<file path="config.mk">
export PLATFORM = sky130hd
export DESIGN_NAME = fsk_tone_generator_flat
export DESIGN_NICKNAME = d
export VERILOG_FILES = /design/src/rtl/fsk_tone_generator_if.sv /design/src/rtl/fsk_tone_generator.sv /design/src/flat_wrapper.sv
export SDC_FILE = /design/constraint.sdc
export NUM_CORES = 1
export LEC_CHECK = 0
export ABC_CLOCK_PERIOD_IN_PS = 3170
export CORE_MARGIN = 5
export CORE_UTILIZATION = 24
export CTS_CLUSTER_SIZE = 12
export DETAILED_ROUTE_END_ITERATION = 16
export GPL_TIMING_DRIVEN = 0
export PLACE_DENSITY = 0.6
export SYNTH_ARGS = -nofsm -noshare
export SYNTH_HDL_FRONTEND = slang
export SYNTH_SLANG_ARGS = --single-unit
</file>
<file path="constraint.sdc">
create_clock -name clock -period 3.17 [get_ports clock]
set_clock_uncertainty 0.15 [all_clocks]
set_input_delay 0.634 -clock clock [delete_from_list [all_inputs] [get_ports clock]]
set_output_delay 0.634 -clock clock [all_outputs]
set_load 0.02 [all_outputs]
</file>
<file path="src/rtl/fsk_tone_generator_if.sv">
// Symbol handshake between a bit source and the FSK tone generator.
// The source drives bit_data/bit_valid; the generator answers with bit_ready.
// A symbol is consumed on every rising clock edge where bit_valid && bit_ready.
interface fsk_tone_generator_if;

   logic bit_data;
   logic bit_valid;
   logic bit_ready;

   // Bit source side
   modport master (
      output bit_data,
      output bit_valid,
      input  bit_ready
   );

   // Tone generator side
   modport slave (
      input  bit_data,
      input  bit_valid,
      output bit_ready
   );

endinterface

</file>
<file path="src/rtl/fsk_tone_generator.sv">
// fsk_tone_generator
// ------------------
// Serialises bits into a square-wave FSK stream. A 0 is sent as a tone with
// half-period T0 clocks, a 1 as a tone with half-period T1 clocks; every symbol
// lasts HALF_PERIODS_PER_BIT half-periods. Consecutive symbols continue from the
// current output level, so the waveform never jumps phase, and a symbol offered
// on the last clock of the previous one follows it with no gap.
//
// Optional feature macro: FSK_TONE_GENERATOR_STATS_EN
//   defined   -> f0_value / f1_value / unknown are free-running 32-bit tick
//                counters (clocks spent on the bit-0 tone, the bit-1 tone, and
//                enabled-but-idle), using the same split as the analyzer.
//   undefined -> no counter registers; the three outputs are tied to 0.
//
// Reset: 'clear' is asynchronous and active-low.
module fsk_tone_generator #(
   parameter int FREQUENCY0           = 9000,
   parameter int FREQUENCY1           = 11000,
   parameter int CLOCK_FREQUENCY      = 50000000,
   parameter int HALF_PERIODS_PER_BIT = 18
) (
   input  logic                       clock,
   input  logic                       clear,
   input  logic                       enable,
   fsk_tone_generator_if.slave        hs,
   output logic                       sample_data,
   output logic                       busy,
   output logic [31:0]                f0_value,
   output logic [31:0]                f1_value,
   output logic [31:0]                unknown
);

   // ------------------------------------------------------------------
   // Derived timing constants
   // ------------------------------------------------------------------
   // Half-period lengths in clocks. FREQUENCY0 < FREQUENCY1, so T0 >= T1,
   // and the design relies on T1 >= 2 (a one-clock half-period would make
   // the first clock of a symbol also its toggle clock).
   localparam int T0 = CLOCK_FREQUENCY / (2 * FREQUENCY0);
   localparam int T1 = CLOCK_FREQUENCY / (2 * FREQUENCY1);

   // tick_cnt only ever runs 0 .. T0-1, half_cnt only 0 .. HALF_PERIODS_PER_BIT-1.
   localparam int TICK_W = (T0 > 1) ? $clog2(T0) : 1;
   localparam int HALF_W = (HALF_PERIODS_PER_BIT > 1) ? $clog2(HALF_PERIODS_PER_BIT) : 1;

   localparam logic [TICK_W-1:0] T0_LAST   = TICK_W'(T0 - 1);
   localparam logic [TICK_W-1:0] T1_LAST   = TICK_W'(T1 - 1);
   localparam logic [HALF_W-1:0] HALF_LAST = HALF_W'(HALF_PERIODS_PER_BIT - 1);

   // ------------------------------------------------------------------
   // State encoding
   // ------------------------------------------------------------------
   localparam logic [0:0] IDLE = 1'b0;
   localparam logic [0:0] TONE = 1'b1;

   logic [0:0]        state;
   logic              cur_bit;
   logic [TICK_W-1:0] tick_cnt;
   logic [HALF_W-1:0] half_cnt;

   logic              is_idle;
   logic              is_tone;
   logic              period_end;
   logic              last_clock;
   logic              handshake;

   // ------------------------------------------------------------------
   // Combinational status
   // ------------------------------------------------------------------
   assign is_idle = (state == IDLE);
   assign is_tone = (state == TONE);

   // The half-period length follows the bit currently being sent.
   assign period_end = (tick_cnt == (cur_bit ? T1_LAST : T0_LAST));

   // Final toggle clock of the symbol: the only clock inside TONE on which a
   // new symbol may be accepted without leaving the state.
   assign last_clock = is_tone && period_end && (half_cnt == HALF_LAST);

   // Ready depends only on enable, state and counters, never on bit_valid.
   // Gating with clear keeps it low while the block is held in reset.
   assign hs.bit_ready = clear && enable && (is_idle || last_clock);

   assign handshake = hs.bit_valid && hs.bit_ready;

   assign busy = is_tone;

   // ------------------------------------------------------------------
   // Transmitter: symbol acceptance, half-period timing and output toggling
   // ------------------------------------------------------------------
   // Drives the IDLE/TONE machine, the tick and half-period counters and the
   // square-wave output; an enable drop in TONE abandons the symbol but keeps
   // the output level so the line does not glitch.
   always_ff @(posedge clock or negedge clear) begin
      if (!clear) begin
         state       <= IDLE;
         cur_bit     <= 1'b0;
         tick_cnt    <= '0;
         half_cnt    <= '0;
         sample_data <= 1'b0;
      end else begin
         case (state)
            IDLE: begin
               if (handshake) begin
                  cur_bit  <= hs.bit_data;
                  tick_cnt <= '0;
                  half_cnt <= '0;
                  state    <= TONE;
               end
            end

            TONE: begin
               if (!enable) begin
                  tick_cnt <= '0;
                  half_cnt <= '0;
                  state    <= IDLE;
               end else if (period_end) begin
                  sample_data <= ~sample_data;
                  tick_cnt    <= '0;
                  if (half_cnt == HALF_LAST) begin
                     half_cnt <= '0;
                     if (handshake) begin
                        cur_bit <= hs.bit_data;
                     end else begin
                        state <= IDLE;
                     end
                  end else begin
                     half_cnt <= half_cnt + HALF_W'(1);
                  end
               end else begin
                  tick_cnt <= tick_cnt + TICK_W'(1);
               end
            end

            default: begin
               state <= IDLE;
            end
         endcase
      end
   end

`ifdef FSK_TONE_GENERATOR_STATS_EN
   // ------------------------------------------------------------------
   // Tick statistics
   // ------------------------------------------------------------------
   logic [31:0] f0_cnt;
   logic [31:0] f1_cnt;
   logic [31:0] unknown_cnt;

   // Per-clock classification of where the transmitter spent its time; the
   // counters wrap naturally at 2^32.
   always_ff @(posedge clock or negedge clear) begin
      if (!clear) begin
         f0_cnt      <= 32'd0;
         f1_cnt      <= 32'd0;
         unknown_cnt <= 32'd0;
      end else begin
         if (is_tone && !cur_bit) begin
            f0_cnt <= f0_cnt + 32'd1;
         end
         if (is_tone && cur_bit) begin
            f1_cnt <= f1_cnt + 32'd1;
         end
         if (is_idle && enable) begin
            unknown_cnt <= unknown_cnt + 32'd1;
         end
      end
   end

   assign f0_value = f0_cnt;
   assign f1_value = f1_cnt;
   assign unknown  = unknown_cnt;
`else
   assign f0_value = 32'd0;
   assign f1_value = 32'd0;
   assign unknown  = 32'd0;
`endif

endmodule
</file>
<file path="src/flat_wrapper.sv">
// flat-port wrapper written by rule: the top's interface ports become plain ports
module fsk_tone_generator_flat 
#(
   parameter int FREQUENCY0           = 9000,
   parameter int FREQUENCY1           = 11000,
   parameter int CLOCK_FREQUENCY      = 50000000,
   parameter int HALF_PERIODS_PER_BIT = 18
)
  (clock, clear, enable, sample_data, busy, f0_value, f1_value, unknown, hs_bit_data, hs_bit_valid, hs_bit_ready);
  fsk_tone_generator_if hs_i ();
  input  logic clock;
  input  logic clear;
  input  logic enable;
  output logic sample_data;
  output logic busy;
  output logic [31:0] f0_value;
  output logic [31:0] f1_value;
  output logic [31:0] unknown;
  input wire logic [$bits(hs_i.bit_data)-1:0] hs_bit_data;
  input wire logic [$bits(hs_i.bit_valid)-1:0] hs_bit_valid;
  output wire logic [$bits(hs_i.bit_ready)-1:0] hs_bit_ready;
  assign hs_i.bit_data = hs_bit_data;
  assign hs_i.bit_valid = hs_bit_valid;
  assign hs_bit_ready = hs_i.bit_ready;
  fsk_tone_generator #(.FREQUENCY0(FREQUENCY0), .FREQUENCY1(FREQUENCY1), .CLOCK_FREQUENCY(CLOCK_FREQUENCY), .HALF_PERIODS_PER_BIT(HALF_PERIODS_PER_BIT)) u_core (.clock(clock), .clear(clear), .enable(enable), .hs(hs_i), .sample_data(sample_data), .busy(busy), .f0_value(f0_value), .f1_value(f1_value), .unknown(unknown));
endmodule
</file>
==> results.yml <==
grt:
  grt_pass1_wl_mm: 6.11
  grt_util_met1_pct: 9.50
  grtUsageTotal_pct: 7.09
  grt_pass1_vias: 1376
  antenna_found_initial: 0
  overflow: 0
  grtUsageMet3_pct: 0.484
  grt.busiest_layer: "met2"
  grt_start_max_net_pins: 24
  gr-usage-met2_pct: 12.0
power_and_ir_drop:
  p_sw_share_pct: 35.2
  switchingPower_uw: 262
  power_density_nw_per_um2: 286
  seqPwrFrac_pct: 37.5
  power_frac_clock_pct: 26.3
  p_int_uw: 481
  combPwrFrac_pct: 36.2
  ir_drop_mv: 0.153
  power.leakage_uw: 0.00143
cts:
  cts.sinks: 20
  path_clk_slew_ns: 0.07
  cts_buffer_depth: 2
  clock_latency_ns: 0.26
  cts_made_buffers: 3
  cts_tree: "yes"
  htree_levels: 1
  cts_hold_buf: 0
  root_buffer: "clkbuf_8"
floorplan:
  core-area_um2: 8090
  rows: 33
  io_pins: 104
  die_h_um: 101
  dieArea_um2: 10100
  dieWidth_um: 101
  start_util_pct: 24.3
detailed_routing:
  drt_iter0_drc: 84
  drc: 0
  via_count: 1545
  drt-pass1-iter-count: 4
  ant_nets: 0
  wl_mm: 3.77
  viasPerCell: 3.53
  wl_per_cell_um: 8.61
placed_design:
  dp_slack_ns: -0.386
  dp_hpwl_mm: 3.04
  routabilityCongestion: 0.857
  dp_cells: 433
  postPlaceCellArea_um2: 2520
  port-buffer-count: 7
finish:
  stdcell_count: 438
  syn_to_final_growth_pct: 32.3
  drive_gt1_share_pct: 34.2
  utilization_pct: 32.2
  final_nets: 342
  antenna_cells: 0
  final_area_um2: 2600
critical_path:
  r2r_start: "u_core.tick_cnt[5]"
  critPathKind: "reg2out"
  cp-end-kind: "primary output"
  critPathArrivalTime_ns: 1.99
  crit_chain: "nor4b_4, buf_4, o2111ai_4, o21ai_0, and3_1, dlymetal6s2s_1"
  r2r_slack_ns: 1.14
  worst_ep_required_time_ns: 2.39
  crit_slowest_cell: "dfrtp_1"
  crit_path_max_fanout: 7
  cp-start-kind: "register"
  slowest_delay_ns: 0.48
  r2r-end: "u_core.half_cnt[1]"
  reg2reg_depth: 5
sta:
  hold_viol_final: 0
  fmax_mhz: 360
  slew_headroom_pct: 55.5
  tightest_slew_ns: 0.666
  drv_slew: 0
  setup_viol: 0
  setup_tns_ns: 0
  fin_ws_ns: 0.394
  period_needed_ns: 2.78
  rsz0062_at_grt: "false"
  min_period_over_period_pct: 87.6
logic_synthesis:
  ys_seq_area_share_pct: 25.4
  yosys_warnings: 0
  synth_top_cell_by_area: "buf_4"
  synth_cells: 226
  synth.distinct_cells: 45
  syn_area_um2: 1970
  postSynthAreaPerCell_um2: 8.70
  synth_seq_cells: 20
  synth_area_leaders: "buf_4, dfrtp_1, nand3_1"
  synth_top_area_share_pct: 36.6
status:
  outcome: "finished clean"
flow_run:
  cap_violations: 0
worst_hold_path:
  hold_class: "in2async"
## worst max path at each step
stage | from | endpoint | slack, ns
floorplan | u_core.tick_cnt[2] | hs_bit_ready | 0.93
global placement | clear | hs_bit_ready | -0.36
detailed placement | clear | hs_bit_ready | -0.39
CTS | u_core.tick_cnt[1] | hs_bit_ready | 0.008
global route | u_core.tick_cnt[5] | hs_bit_ready | 0.19
finish | u_core.tick_cnt[5] | hs_bit_ready | 0.39
## power by group through the flow
| stage | logic, µW | clock network, µW | registers, µW |
|---|---|---|---|
| finish | 269 | 196 | 279 |
| global route | 292 | 215 | 281 |
| CTS | 264 | 205 | 279 |
| detailed placement | 261 | 0 | 284 |
| global placement | 260 | 0 | 284 |
| floorplan | 234 | 0 | 283 |
## critical path: cells and delay by family (launching register included)
| family | cells | cell delay (ns) |
|---|---|---|
| flops | 1 | 0.48 |
| simple gates | 2 | 0.45 |
| buf+inv | 2 | 0.40 |
| compound gates | 2 | 0.39 |
## synth_stat cells (all sizes together)
master    n
a211o     1
a21oi     5
a22o      2
a31o      1
a31oi     7
a41oi     1
and2      2
and3      3
and4      5
buf      99
clkbuf    2
conb      1
dfrtp    20
ha        3
inv       8
mux2      2
mux2i     1
nand2    11
nand3    12
nand4     4
nand4bb   1
nor2      4
nor2b     1
nor3      2
nor4      1
nor4b     1
o2111ai   2
o211a     1
o21a      2
o21ai     7
o22ai     1
o311ai    1
o31ai     2
o41a      1
o41ai     2
or2       1
or3       3
or4       1
xor2      2
## layer usage
layer	wire, µm	share of wire (%)	vias up
li1	-	-	807
met1	1600	42	666
met2	1830	48	68
met3	298	7.9	4
met4	49	1.3	0
met5	0	0	-
## cell families (layout without fill, tap and decap cells)
kind of cell | count (synthesis) | in the layout | synth area share [%]
buffers and inverters | 109 | 121 | 39.3
adders and majority gates | 3 | 3 | 1.91
xor gates and xnor gates | 2 | 2 | 0.891
and+or+nand+nor | 52 | 52 | 16.6
other | 1 | 96 | 0.191
AOI/OAI and AO/OA | 36 | 36 | 14.0
DFF | 20 | 20 | 25.4
muxes | 3 | 3 | 1.65
## metrics by stage
stage	hold slack [ns]	total power, µW
CTS	0.325	748
detailed placement	0.316	545
global placement	0.310	544
global route	0.342	788
floorplan	0.188	516
finish	0.310	743
## area by class of cell
type / instances / area, µm²
repair buffers: 8 / 81.3
multi-input cells: 192 / 1060
inverters: 8 / 30.0
plain buffers: 101 / 743
well taps: 105 / 131
fillers: 865 / 5490
flip-flops and latches: 20 / 500
clock buffers: 4 / 55.1
## timing repair
item	4_1_cts	5_1_grt
endpoints found under the setup margin	2	1
buffers inserted	1	0
pin swaps	2	0
resized for setup	4	1
## placed cells by master (no fill, tap or decap), types with 2 or more instances in the layout
| cell type | Yosys | final |
|---|---|---|
| nand2_1 | 11 | 11 |
| o41ai_1 | 2 | 2 |
| o31ai_1 | 2 | 2 |
| mux2_1 | 2 | 2 |
| xor2_1 | 2 | 2 |
| nand4_1 | 4 | 4 |
| buf_4 | 96 | 97 |
| clkbuf_1 | 2 | 2 |
| o21a_1 | 2 | 2 |
| nand3_1 | 12 | 12 |
| and3_1 | 3 | 3 |
| conb_1 | 1 | 96 |
| clkbuf_8 | 0 | 4 |
| nor3_1 | 2 | 2 |
| clkdlybuf4s50_1 | 0 | 5 |
| nor2_1 | 4 | 4 |
| or3_1 | 3 | 3 |
| o21ai_1 | 3 | 3 |
| a31oi_1 | 6 | 6 |
| ha_1 | 3 | 3 |
| a21oi_1 | 4 | 4 |
| a22o_1 | 2 | 2 |
| inv_1 | 8 | 8 |
| o21ai_0 | 3 | 3 |
| and2_1 | 2 | 2 |
| and4_1 | 4 | 4 |
| dfrtp_1 | 20 | 20 |
| buf_2 | 3 | 3 |
## registers in the layout, indices dropped and copies added, names as in the netlist
| register | cells |
|---|---|
| u_core.half_cnt | 5 |
| u_core.tick_cnt | 12 |
| u_core.busy | 1 |
| u_core.cur_bit | 1 |
| u_core.sample_data | 1 |
Power figures use the tool's default switching activity.
